$ cat config.mk
export PLATFORM = sky130hd
export DESIGN_NAME = axi4lite_pc_monitor
export DESIGN_NICKNAME = d
export VERILOG_FILES = /design/src/rtl/axi4lite_pc_monitor.sv
export SDC_FILE = /design/constraint.sdc
export NUM_CORES = 1
export LEC_CHECK = 0
export ABC_AREA = 1
export CORE_MARGIN = 1
export CORE_UTILIZATION = 53
export DETAILED_ROUTE_END_ITERATION = 7
export GPL_ROUTABILITY_DRIVEN = 0
export PLACE_DENSITY = 0.84
export SLEW_MARGIN = 15
export SYNTH_ARGS = -nofsm -noshare
export SYNTH_HDL_FRONTEND = slang
export SYNTH_SLANG_ARGS = --single-unit
$ cat constraint.sdc
create_clock -name ACLK -period 3.5 [get_ports ACLK]
set_input_delay 0.7 -clock ACLK [delete_from_list [all_inputs] [get_ports ACLK]]
set_output_delay 0.7 -clock ACLK [all_outputs]
set_load 0.02 [all_outputs]
$ cat src/rtl/axi4lite_pc_monitor.sv
// Passive AXI4-Lite protocol monitor: tracks outstanding transfers, checks handshake
// stability, response legality and VALID wait timeouts, and reports sticky error flags.
module axi4lite_pc_monitor #(
    parameter int DATA_WIDTH   = 32,
    parameter int ADDR_WIDTH   = 32,
    parameter int MAXWBURSTS   = 4,
    parameter int MAXRBURSTS   = 4,
    parameter int MAXWAITS     = 16,
    parameter int RecMaxWaitOn = 1
) (
    input  logic                    ACLK,
    input  logic                    ARESETn,
    input  logic [ADDR_WIDTH-1:0]   AWADDR,
    input  logic [2:0]              AWPROT,
    input  logic                    AWVALID,
    input  logic                    AWREADY,
    input  logic [DATA_WIDTH-1:0]   WDATA,
    input  logic [DATA_WIDTH/8-1:0] WSTRB,
    input  logic                    WVALID,
    input  logic                    WREADY,
    input  logic [1:0]              BRESP,
    input  logic                    BVALID,
    input  logic                    BREADY,
    input  logic [ADDR_WIDTH-1:0]   ARADDR,
    input  logic [2:0]              ARPROT,
    input  logic                    ARVALID,
    input  logic                    ARREADY,
    input  logic [DATA_WIDTH-1:0]   RDATA,
    input  logic [1:0]              RRESP,
    input  logic                    RVALID,
    input  logic                    RREADY,
    input  logic                    err_clear,
    output logic [11:0]             err_flags,
    output logic                    err_any,
    output logic [3:0]              first_err,
    output logic                    first_err_vld,
    output logic [7:0]              wr_outstanding,
    output logic [7:0]              rd_outstanding
);

    localparam int NCH    = 5;
    localparam int WAIT_W = $clog2(MAXWAITS + 1);
    localparam logic [WAIT_W-1:0] WAIT_MAX  = WAIT_W'(MAXWAITS);
    localparam logic [WAIT_W-1:0] WAIT_LAST = WAIT_W'(MAXWAITS - 1);
    localparam logic [WAIT_W-1:0] WAIT_ONE  = WAIT_W'(1);
    localparam logic [8:0]        WMAX      = 9'(MAXWBURSTS);
    localparam logic [8:0]        RMAX      = 9'(MAXRBURSTS);

    if (!(DATA_WIDTH == 32 || DATA_WIDTH == 64)) begin : g_bad_data_width
        $error("axi4lite_pc_monitor: DATA_WIDTH must be 32 or 64");
    end
    if (MAXWAITS < 1) begin : g_bad_maxwaits
        $error("axi4lite_pc_monitor: MAXWAITS must be at least 1");
    end
    if (MAXWBURSTS < 1 || MAXWBURSTS > 255 || MAXRBURSTS < 1 || MAXRBURSTS > 255) begin : g_bad_bursts
        $error("axi4lite_pc_monitor: MAXWBURSTS/MAXRBURSTS must be in 1..255");
    end

    // Saturating up/down step; simultaneous inc and dec cancel out.
    function automatic logic [8:0] cnt_step(input logic [8:0] cnt, input logic inc,
                                            input logic dec, input logic [8:0] max);
        logic [8:0] nxt;
        nxt = cnt;
        if (inc && !dec) begin
            if (cnt < max) nxt = cnt + 9'd1;
            else           nxt = cnt;
        end else if (dec && !inc) begin
            if (cnt != 9'd0) nxt = cnt - 9'd1;
            else             nxt = cnt;
        end else begin
            nxt = cnt;
        end
        return nxt;
    endfunction

    function automatic logic [3:0] lowest_idx(input logic [11:0] v);
        logic [3:0] idx;
        idx = 4'd0;
        for (int i = 11; i >= 0; i--) begin
            if (v[i]) idx = 4'(i);
        end
        return idx;
    endfunction

    function automatic logic [7:0] sat8(input logic [8:0] v);
        return v[8] ? 8'hFF : v[7:0];
    endfunction

    logic [NCH-1:0] valid_s, ready_s, changed_s, stab_err_s, to_s;
    logic aw_hs_s, w_hs_s, b_hs_s, ar_hs_s, r_hs_s;
    logic aw_ovf_s, w_ovf_s, ar_ovf_s;
    logic [11:0] err_now_s;

    logic [ADDR_WIDTH+2:0]           aw_pay_s, ar_pay_s, aw_pay_q, ar_pay_q;
    logic [DATA_WIDTH+DATA_WIDTH/8-1:0] w_pay_s, w_pay_q;
    logic [1:0]                      b_pay_q;
    logic [DATA_WIDTH+1:0]           r_pay_s, r_pay_q;
    logic [NCH-1:0]                  stall_q;
    logic [NCH-1:0][WAIT_W-1:0]      wait_q, wait_d;

    logic [8:0]  aw_cnt_q, aw_cnt_d, w_cnt_q, w_cnt_d, ar_cnt_q, ar_cnt_d;
    logic [8:0]  wr_min_s;
    logic [11:0] err_flags_q, err_flags_d;
    logic [3:0]  first_err_q, first_err_d;
    logic        first_vld_q, first_vld_d;
    logic        err_any_q;
    logic [7:0]  wr_out_q, rd_out_q;

    assign valid_s  = {RVALID, BVALID, ARVALID, WVALID, AWVALID};
    assign ready_s  = {RREADY, BREADY, ARREADY, WREADY, AWREADY};
    assign aw_hs_s  = AWVALID & AWREADY;
    assign w_hs_s   = WVALID & WREADY;
    assign b_hs_s   = BVALID & BREADY;
    assign ar_hs_s  = ARVALID & ARREADY;
    assign r_hs_s   = RVALID & RREADY;
    assign aw_pay_s = {AWADDR, AWPROT};
    assign w_pay_s  = {WDATA, WSTRB};
    assign ar_pay_s = {ARADDR, ARPROT};
    assign r_pay_s  = {RDATA, RRESP};

    // Stability, wait-timeout and counter next-state evaluation.
    always_comb begin
        changed_s[0] = (aw_pay_s != aw_pay_q);
        changed_s[1] = (w_pay_s != w_pay_q);
        changed_s[2] = (ar_pay_s != ar_pay_q);
        changed_s[3] = (BRESP != b_pay_q);
        changed_s[4] = (r_pay_s != r_pay_q);
        stab_err_s   = stall_q & (~valid_s | changed_s);
        wait_d       = wait_q;
        to_s         = {NCH{1'b0}};
        for (int c = 0; c < NCH; c++) begin
            if (valid_s[c] && !ready_s[c]) begin
                if (wait_q[c] == WAIT_MAX) wait_d[c] = wait_q[c];
                else                       wait_d[c] = wait_q[c] + WAIT_ONE;
                to_s[c] = (wait_q[c] == WAIT_LAST);
            end else begin
                wait_d[c] = {WAIT_W{1'b0}};
                to_s[c]   = 1'b0;
            end
        end
        aw_ovf_s = aw_hs_s & ~b_hs_s & (aw_cnt_q >= WMAX);
        w_ovf_s  = w_hs_s & ~b_hs_s & (w_cnt_q >= WMAX);
        ar_ovf_s = ar_hs_s & ~r_hs_s & (ar_cnt_q >= RMAX);
        aw_cnt_d = cnt_step(aw_cnt_q, aw_hs_s, b_hs_s, WMAX);
        w_cnt_d  = cnt_step(w_cnt_q, w_hs_s, b_hs_s, WMAX);
        ar_cnt_d = cnt_step(ar_cnt_q, ar_hs_s, r_hs_s, RMAX);
        wr_min_s = (aw_cnt_d < w_cnt_d) ? aw_cnt_d : w_cnt_d;
    end

    // Per-rule error detection and sticky capture with err_clear priority to new errors.
    always_comb begin
        err_now_s[4:0] = stab_err_s;
        err_now_s[5]   = BVALID & (BRESP == 2'b01);
        err_now_s[6]   = RVALID & (RRESP == 2'b01);
        err_now_s[7]   = BVALID & ((aw_cnt_q == 9'd0) | (w_cnt_q == 9'd0));
        err_now_s[8]   = RVALID & (ar_cnt_q == 9'd0);
        err_now_s[9]   = aw_ovf_s | w_ovf_s;
        err_now_s[10]  = ar_ovf_s;
        err_now_s[11]  = (RecMaxWaitOn != 0) ? (|to_s) : 1'b0;
        if (err_clear) begin
            err_flags_d = err_now_s;
            first_vld_d = |err_now_s;
            first_err_d = lowest_idx(err_now_s);
        end else if (!first_vld_q && (|err_now_s)) begin
            err_flags_d = err_flags_q | err_now_s;
            first_vld_d = 1'b1;
            first_err_d = lowest_idx(err_now_s);
        end else begin
            err_flags_d = err_flags_q | err_now_s;
            first_vld_d = first_vld_q;
            first_err_d = first_err_q;
        end
    end

    // History, counters and registered outputs.
    always_ff @(posedge ACLK or negedge ARESETn) begin
        if (!ARESETn) begin
            aw_pay_q    <= '0;
            w_pay_q     <= '0;
            ar_pay_q    <= '0;
            b_pay_q     <= 2'b00;
            r_pay_q     <= '0;
            stall_q     <= {NCH{1'b0}};
            wait_q      <= '0;
            aw_cnt_q    <= 9'd0;
            w_cnt_q     <= 9'd0;
            ar_cnt_q    <= 9'd0;
            err_flags_q <= 12'h000;
            first_err_q <= 4'd0;
            first_vld_q <= 1'b0;
            err_any_q   <= 1'b0;
            wr_out_q    <= 8'd0;
            rd_out_q    <= 8'd0;
        end else begin
            aw_pay_q    <= aw_pay_s;
            w_pay_q     <= w_pay_s;
            ar_pay_q    <= ar_pay_s;
            b_pay_q     <= BRESP;
            r_pay_q     <= r_pay_s;
            stall_q     <= valid_s & ~ready_s;
            wait_q      <= wait_d;
            aw_cnt_q    <= aw_cnt_d;
            w_cnt_q     <= w_cnt_d;
            ar_cnt_q    <= ar_cnt_d;
            err_flags_q <= err_flags_d;
            first_err_q <= first_err_d;
            first_vld_q <= first_vld_d;
            err_any_q   <= |err_flags_d;
            wr_out_q    <= sat8(wr_min_s);
            rd_out_q    <= sat8(ar_cnt_d);
        end
    end

    assign err_flags      = err_flags_q;
    assign err_any        = err_any_q;
    assign first_err      = first_err_q;
    assign first_err_vld  = first_vld_q;
    assign wr_outstanding = wr_out_q;
    assign rd_outstanding = rd_out_q;

endmodule
Word-level counts from Yosys, hierarchy flattened
Cells that the tools add are included.

Equal/unequal tests: 22. Add/subtract/negate cells: 11. Bitwise operators: 25. Reduce and logical (&&, ||, !) cells: 33. Multiplexer cells: 47. Magnitude comparators: 7.

Operators with widths (count): 9-bit two-way mux (13); 35-bit inequality test (2); 4-bit two-way mux (14); 5-bit two-way mux (10); 36-bit inequality test (1); 34-bit inequality test (1); 9-bit by 1-bit adder with 9-bit output (second input constant) (3); 9-bit by 3-bit >= comparator with 1-bit output (second input constant) (3); 9-bit zero test (3); 9-bit by 3-bit < comparator with 1-bit output (second input constant) (3); 9-bit nonzero test (3); 9-bit by 1-bit subtractor with 9-bit output (second input constant) (3); 5-bit by 1-bit adder with 5-bit output (second input constant) (5); 5-bit by 4-bit equality test with 1-bit output (second input constant) (5); 5-bit equality test (second input constant) (5); 8-bit two-way mux (2); 16-bit OR reduction (1); 1-bit bitwise AND (15); 1-bit logical AND (12); 12-bit two-way mux (1); 12-bit bitwise OR (1); 12-bit OR reduction (1); 1-bit zero test (11); 5-bit bitwise AND (2); 11 further kinds (25).

Register bits after elaboration: 233. Input bits: 155. Output and inout bits: 34. Logic and storage cells: 165.

Longest topological paths before layout
Depth after elaboration: 18. Gate-level depth with buffers: 21. Mapped depth without buffers: 20.

Least setup slack after synthesis
OpenSTA, ideal clock, no wires.

Kind: input to register. Start point: input AWVALID. End point: register wr_out_q[7] (netlist: wr_outstanding[7]). Setup slack: 0.545 ns. Data required time: 3.376 ns. Arrival: 2.831 ns. Stages: 15. Path buffers: 1. Setup time: 0.124 ns. Path through: nand2_1 > inv_1 > nor2_1 > nand2_2 > nor4_2 > nand3_1 > xnor2_1 > ha_1 > nand2_1 > nor2_1 > a21oi_1 > nand2_4 > buf_12 > o21ai_2 > nand2_1.

Longest elaborated chain between the ends: 8. Elaborated cells on any way between the ends: 9. Classes of those cells: order compare: 1; mux: 4; bitwise: 1; reduce/logical: 3.

RTL lines: start, declared (RTL line 15) `input logic AWVALID,`; 1-bit bitwise AND (*) (RTL line 111) `assign aw_hs_s = AWVALID & AWREADY;`; 1-bit zero test (RTL line 67) `end else if (dec && !inc) begin`; 1-bit logical AND (RTL line 67); 9-bit two-way mux (RTL line 67); 9-bit two-way mux (*) (RTL line 64) `if (inc && !dec) begin`; via aw_cnt_d[7] (RTL line 101) `logic [8:0] aw_cnt_q, aw_cnt_d, w_cnt_q, w_cnt_d, ar_cnt_q, ar_cnt_d;`; 9-bit < comparator (RTL line 147) `wr_min_s = (aw_cnt_d < w_cnt_d) ? aw_cnt_d : w_cnt_d;`; 9-bit two-way mux (*) (RTL line 147); 8-bit two-way mux (*) (RTL line 86) `return v[8] ? 8'hFF : v[7:0];`; end signal, assigned (RTL line 209) `wr_out_q <= sat8(wr_min_s);`; end, declared (RTL line 107) `logic [7:0] wr_out_q, rd_out_q;`.

The timed path passes the listed nets; every way through them passes the cells marked *. A chain may end at the register's enable or synchronous reset.

Worst setup path in the final report
Start point: register w_cnt_q[0]. End point: register wr_out_q[0] (netlist: wr_outstanding[0]).

Longest elaborated chain between the ends: 7. Elaborated cells on any way between the ends: 11. Classes of those cells: add/sub: 2; order compare: 2; mux: 6; reduce/logical: 1.

RTL lines: start, declared (RTL line 101); start signal, assigned (RTL line 203) `w_cnt_q <= w_cnt_d;`; 9-bit by 1-bit subtractor with 9-bit output or 9-bit nonzero test (tied branches) (RTL line 68) `if (cnt != 9'd0) nxt = cnt - 9'd1;`; 9-bit two-way mux (RTL line 68); 9-bit two-way mux (RTL line 67); 9-bit two-way mux (*) (RTL line 64); 9-bit < comparator (RTL line 147); 9-bit two-way mux (*) (RTL line 147); 8-bit two-way mux (*) (RTL line 86).

Every way passes the cells marked *; elsewhere a longest branch is shown, timed or not.

==> run_results.csv <==
group,metric,value,unit
outcome,status,"finished clean",
global_routing,grt_pass1_vias,9091,
cells_and_area,area_growth,30.6,%
global_routing,grt.total_usage,23.8,%
sta,clock-skew-final,0.0156,ns
die,rows,52,
critical_path,regToRegEndpoint,"wr_outstanding[0]",
sta,relSlewSlack,57.4,%
power,ir_drop,0.568,mV
die,die_h,146,µm
synthesis,ys_ff_latch,233,
placed_design,numPortBuffers,188,
power,p_leak,7.49,nW
die,dieArea,0.0213,mm²
cts,cts_buffers,25,
detailed_routing,first_iter_violations,351,
sta,clock.fmax,311,MHz
synthesis,synthXorXnorAreaFrac,3.89,%
cts,htree_levels,1,
global_routing,grt_overflow,0,
synthesis,synth.distinct_cells,40,
sta,finalSetupViolations,0,
global_routing,grt_pass1_wl,41.0,mm
cells_and_area,layout-drive-gt1-share,7.49,%
global_routing,antenna_found_initial,0,
cts,post_cts_resized,0,
cts,cts_setup_buffers,0,
cts,clk_latency,0.52,ns
cts,hold_buffers,0,
detailed_routing,wirelength,24.7,mm
critical_path,start_kind,"flip-flop",
synthesis,seq_area_frac_synth,53.2,%
cells_and_area,diodes,0,
critical_path,required,3.88,ns
synthesis,netlist_instances,1339,
critical_path,cp_max_fo,8,
detailed_routing,vias_per_cell,4.77,
sta,fin_tns_setup,0,ns
critical_path,rr_worst_depth,17,
sta,fin_crit,3.21,ns
detailed_routing,dr.pass1.iters,5,
synthesis,synth_mux_area_share,0,%
hold_path,min_path_type,"input port to async pin",
critical_path,endpoint_kind,"flip-flop",
power,cellPowerDensity,557,mW/mm²
critical_path,critPathArrivalTime,3.59,ns
detailed_routing,postRouteAntennaNets,0,
job,maxCapViolCount,0,
cts,cts_sinks,233,
cts,path_clk_slew,0.06,ns
sta,slew_viol_final,0,
synthesis,synth-simple-area-share,24.8,%
sta,hold_viol,0,
cells_and_area,final_util,70.7,%
die,die_x,146,µm
cts,cts_max_path_buffers,3,
sta,rsz0062_at_grt,"false",
die,top_level_ports,189,
synthesis,syn_nets,1524,
sta,period_share,91.7,%
synthesis,syn-cell-area,0.0110,mm²
die,fp.coreArea,0.0202,mm²
synthesis,synth_top_family_by_area,"simple AND/OR/NAND/NOR gates",
cells_and_area,fin_nets,1769,
cts,cts_root_buffer,"clkbuf_16",
die,start_util,54.1,%
synthesis,synth_compound_area_share,4.98,%
global_routing,grt_start_max_net_pins,87,
detailed_routing,drc_errors,0,
cts,cts_tree,"yes",
synthesis,yosysWarnings,0,
sta,worst_pin_slew,0.639,ns
synthesis,synth_fa_ha_area_share,3.43,%
detailed_routing,dr_total_vias,8935,
critical_path,cp-endpoint,"wr_outstanding[0]",
synthesis,syn_avg_cell_area,8.18,µm²
critical_path,critPathKind,"flip-flop to flip-flop",
critical_path,r2r_slack,0.29,ns
placed_design,hpwl,18.5,mm
critical_path,cp-startpoint,"w_cnt_q[0]",
detailed_routing,wl_per_cell,13.2,µm
critical_path,reg2reg_from,"w_cnt_q[0]",
[how the worst min path moves through the flow]
stage                             from           end  slack (ns)  cells after the start
after floorplan                ARESETn   ar_cnt_q[0]        0.40                      0
after global placement    first_err[2]  first_err[2]        0.46                      2
after detailed placement  first_err[2]  first_err[2]        0.46                      2
after CTS                      ARESETn  aw_pay_q[12]        0.19                      1
after global routing           ARESETn  aw_pay_q[34]        0.23                      1
final                          ARESETn    w_pay_q[5]        0.18                      1
[area by class of cell]
type	count	area, µm²
clock buffers	34	709
well taps	270	338
flip-flops and latches	233	5830
fillers	1480	5930
clock inverters	12	176
repair buffers	220	2150
multi-input cells	829	4070
inverters	275	1030
[flip-flops by register name, indices dropped and copies added, names as in the netlist]
register / cells
first_err: 4
ar_cnt_q: 9
stall_q: 5
first_err_vld: 1
wr_outstanding: 8
w_cnt_q: 9
ar_pay_q: 35
w_pay_q: 36
wait_q: 25
err_flags: 12
b_pay_q: 2
aw_pay_q: 35
r_pay_q: 34
rd_outstanding: 8
aw_cnt_q: 9
err_any: 1
[cell usage after synthesis]
master | number | area (µm²)
buf_12 | 1 | 20.0
or2_2 | 11 | 68.8
nand2_1 | 374 | 1400
inv_2 | 3 | 11.3
o21ai_0 | 44 | 220
a211oi_1 | 1 | 7.51
nor4_2 | 1 | 12.5
dfrtp_1 | 233 | 5830
inv_1 | 272 | 1020
nand4_1 | 18 | 113
nand3_1 | 35 | 175
xor2_1 | 23 | 201
a32oi_1 | 1 | 8.76
xnor2_1 | 22 | 193
xor2_2 | 2 | 32.5
clkbuf_1 | 1 | 3.75
o21ai_2 | 6 | 52.6
nand3b_1 | 4 | 30.0
nor4_1 | 2 | 12.5
o21ai_4 | 1 | 16.3
o31ai_1 | 1 | 7.51
nand2_2 | 11 | 68.8
nor3b_1 | 2 | 15.0
ha_1 | 30 | 375
nor2_1 | 176 | 661
o21bai_1 | 2 | 15.0
o22ai_1 | 1 | 6.26
nor2_4 | 3 | 33.8
nor3_1 | 11 | 55.1
and3_1 | 1 | 6.26
a21boi_0 | 3 | 22.5
a21oi_1 | 28 | 140
a211o_1 | 1 | 8.76
a32o_1 | 1 | 10.0
nor2_2 | 5 | 31.3
o211ai_1 | 2 | 15.0
and2_1 | 1 | 6.26
nand2_4 | 1 | 11.3
o21ai_1 | 3 | 15.0
nand3_4 | 1 | 17.5
[metrics by stage]
step / hold WS (ns) / std cells / setup WS, ns / power (mW) / instance area, µm²
finish: 0.182 / 1873 / 0.289 / 7.97 / 14300
global route: 0.226 / 1873 / 0.00960 / 8.39 / 14300
CTS: 0.189 / 1873 / 0.301 / 8.05 / 14300
detailed placement: 0.464 / 1827 / -0.234 / 5.21 / 13400
global placement: 0.459 / 1827 / -0.0553 / 5.13 / 13400
floorplan: 0.404 / 1339 / 0.545 / 4.33 / 11000
[where the power goes]
| group | switching [mW] | internal, mW | leakage, nW |
|---|---|---|---|
| sequential | 0.215 | 3.01 | 2.77 |
| clock | 1.07 | 1.72 | 0.436 |
| combinational | 1.07 | 0.887 | 4.28 |
[cell families (layout without fill, tap and decap cells)]
group | Yosys count | in the layout
xor+xnor | 47 | 47
compound gates | 95 | 95
buf+inv | 277 | 541
simple gates | 657 | 657
fa+ha+maj | 30 | 30
flops | 233 | 233
[per-layer routing]
metal  global-route usage, %  share of wire, %
met4                    7.74               2.9
met1                    29.0                42
met2                    42.2                49
met3                    4.61               5.8
met5                       0                 0
[critical path, cell delays in order, from the launching register on]
cell	delay, ns
dfrtp_1	0.42
inv_1	0.09
ha_1	0.25
nand3_1	0.13
nor2_1	0.07
nand2_1	0.11
nand2_2	0.07
inv_1	0.09
nand4_1	0.11
nor3_1	0.23
xnor2_1	0.19
ha_1	0.30
a21oi_1	0.16
o21ai_0	0.11
a21oi_1	0.28
nand2_4	0.11
o21ai_4	0.23
nand3_1	0.11
[cells in the final DEF, fill, tap and decap left out, types with 2 or more instances in the layout]
master and count:
xor2_2 2, nor4_1 2, nand2_1 374, a21oi_1 28, dfrtp_1 233, buf_4 30, nor2_4 3, nand2_2 11
nand4_1 18, nor2_1 176, nor2_2 5, nand3_1 35, clkinv_2 4, inv_2 3, o21ai_1 3, bufinv_16 4
nor3b_1 2, nand3b_1 4, a21boi_0 3, clkdlybuf4s50_1 187, xnor2_1 22, clkbuf_16 25, clkbuf_1 4, xor2_1 23
or2_2 11, o211ai_1 2, nor3_1 11, clkbuf_8 5, o21bai_1 2, o21ai_0 44, ha_1 30, o21ai_2 6
buf_12 2, inv_1 272
No activity file was read; power rests on OpenSTA's default activity.
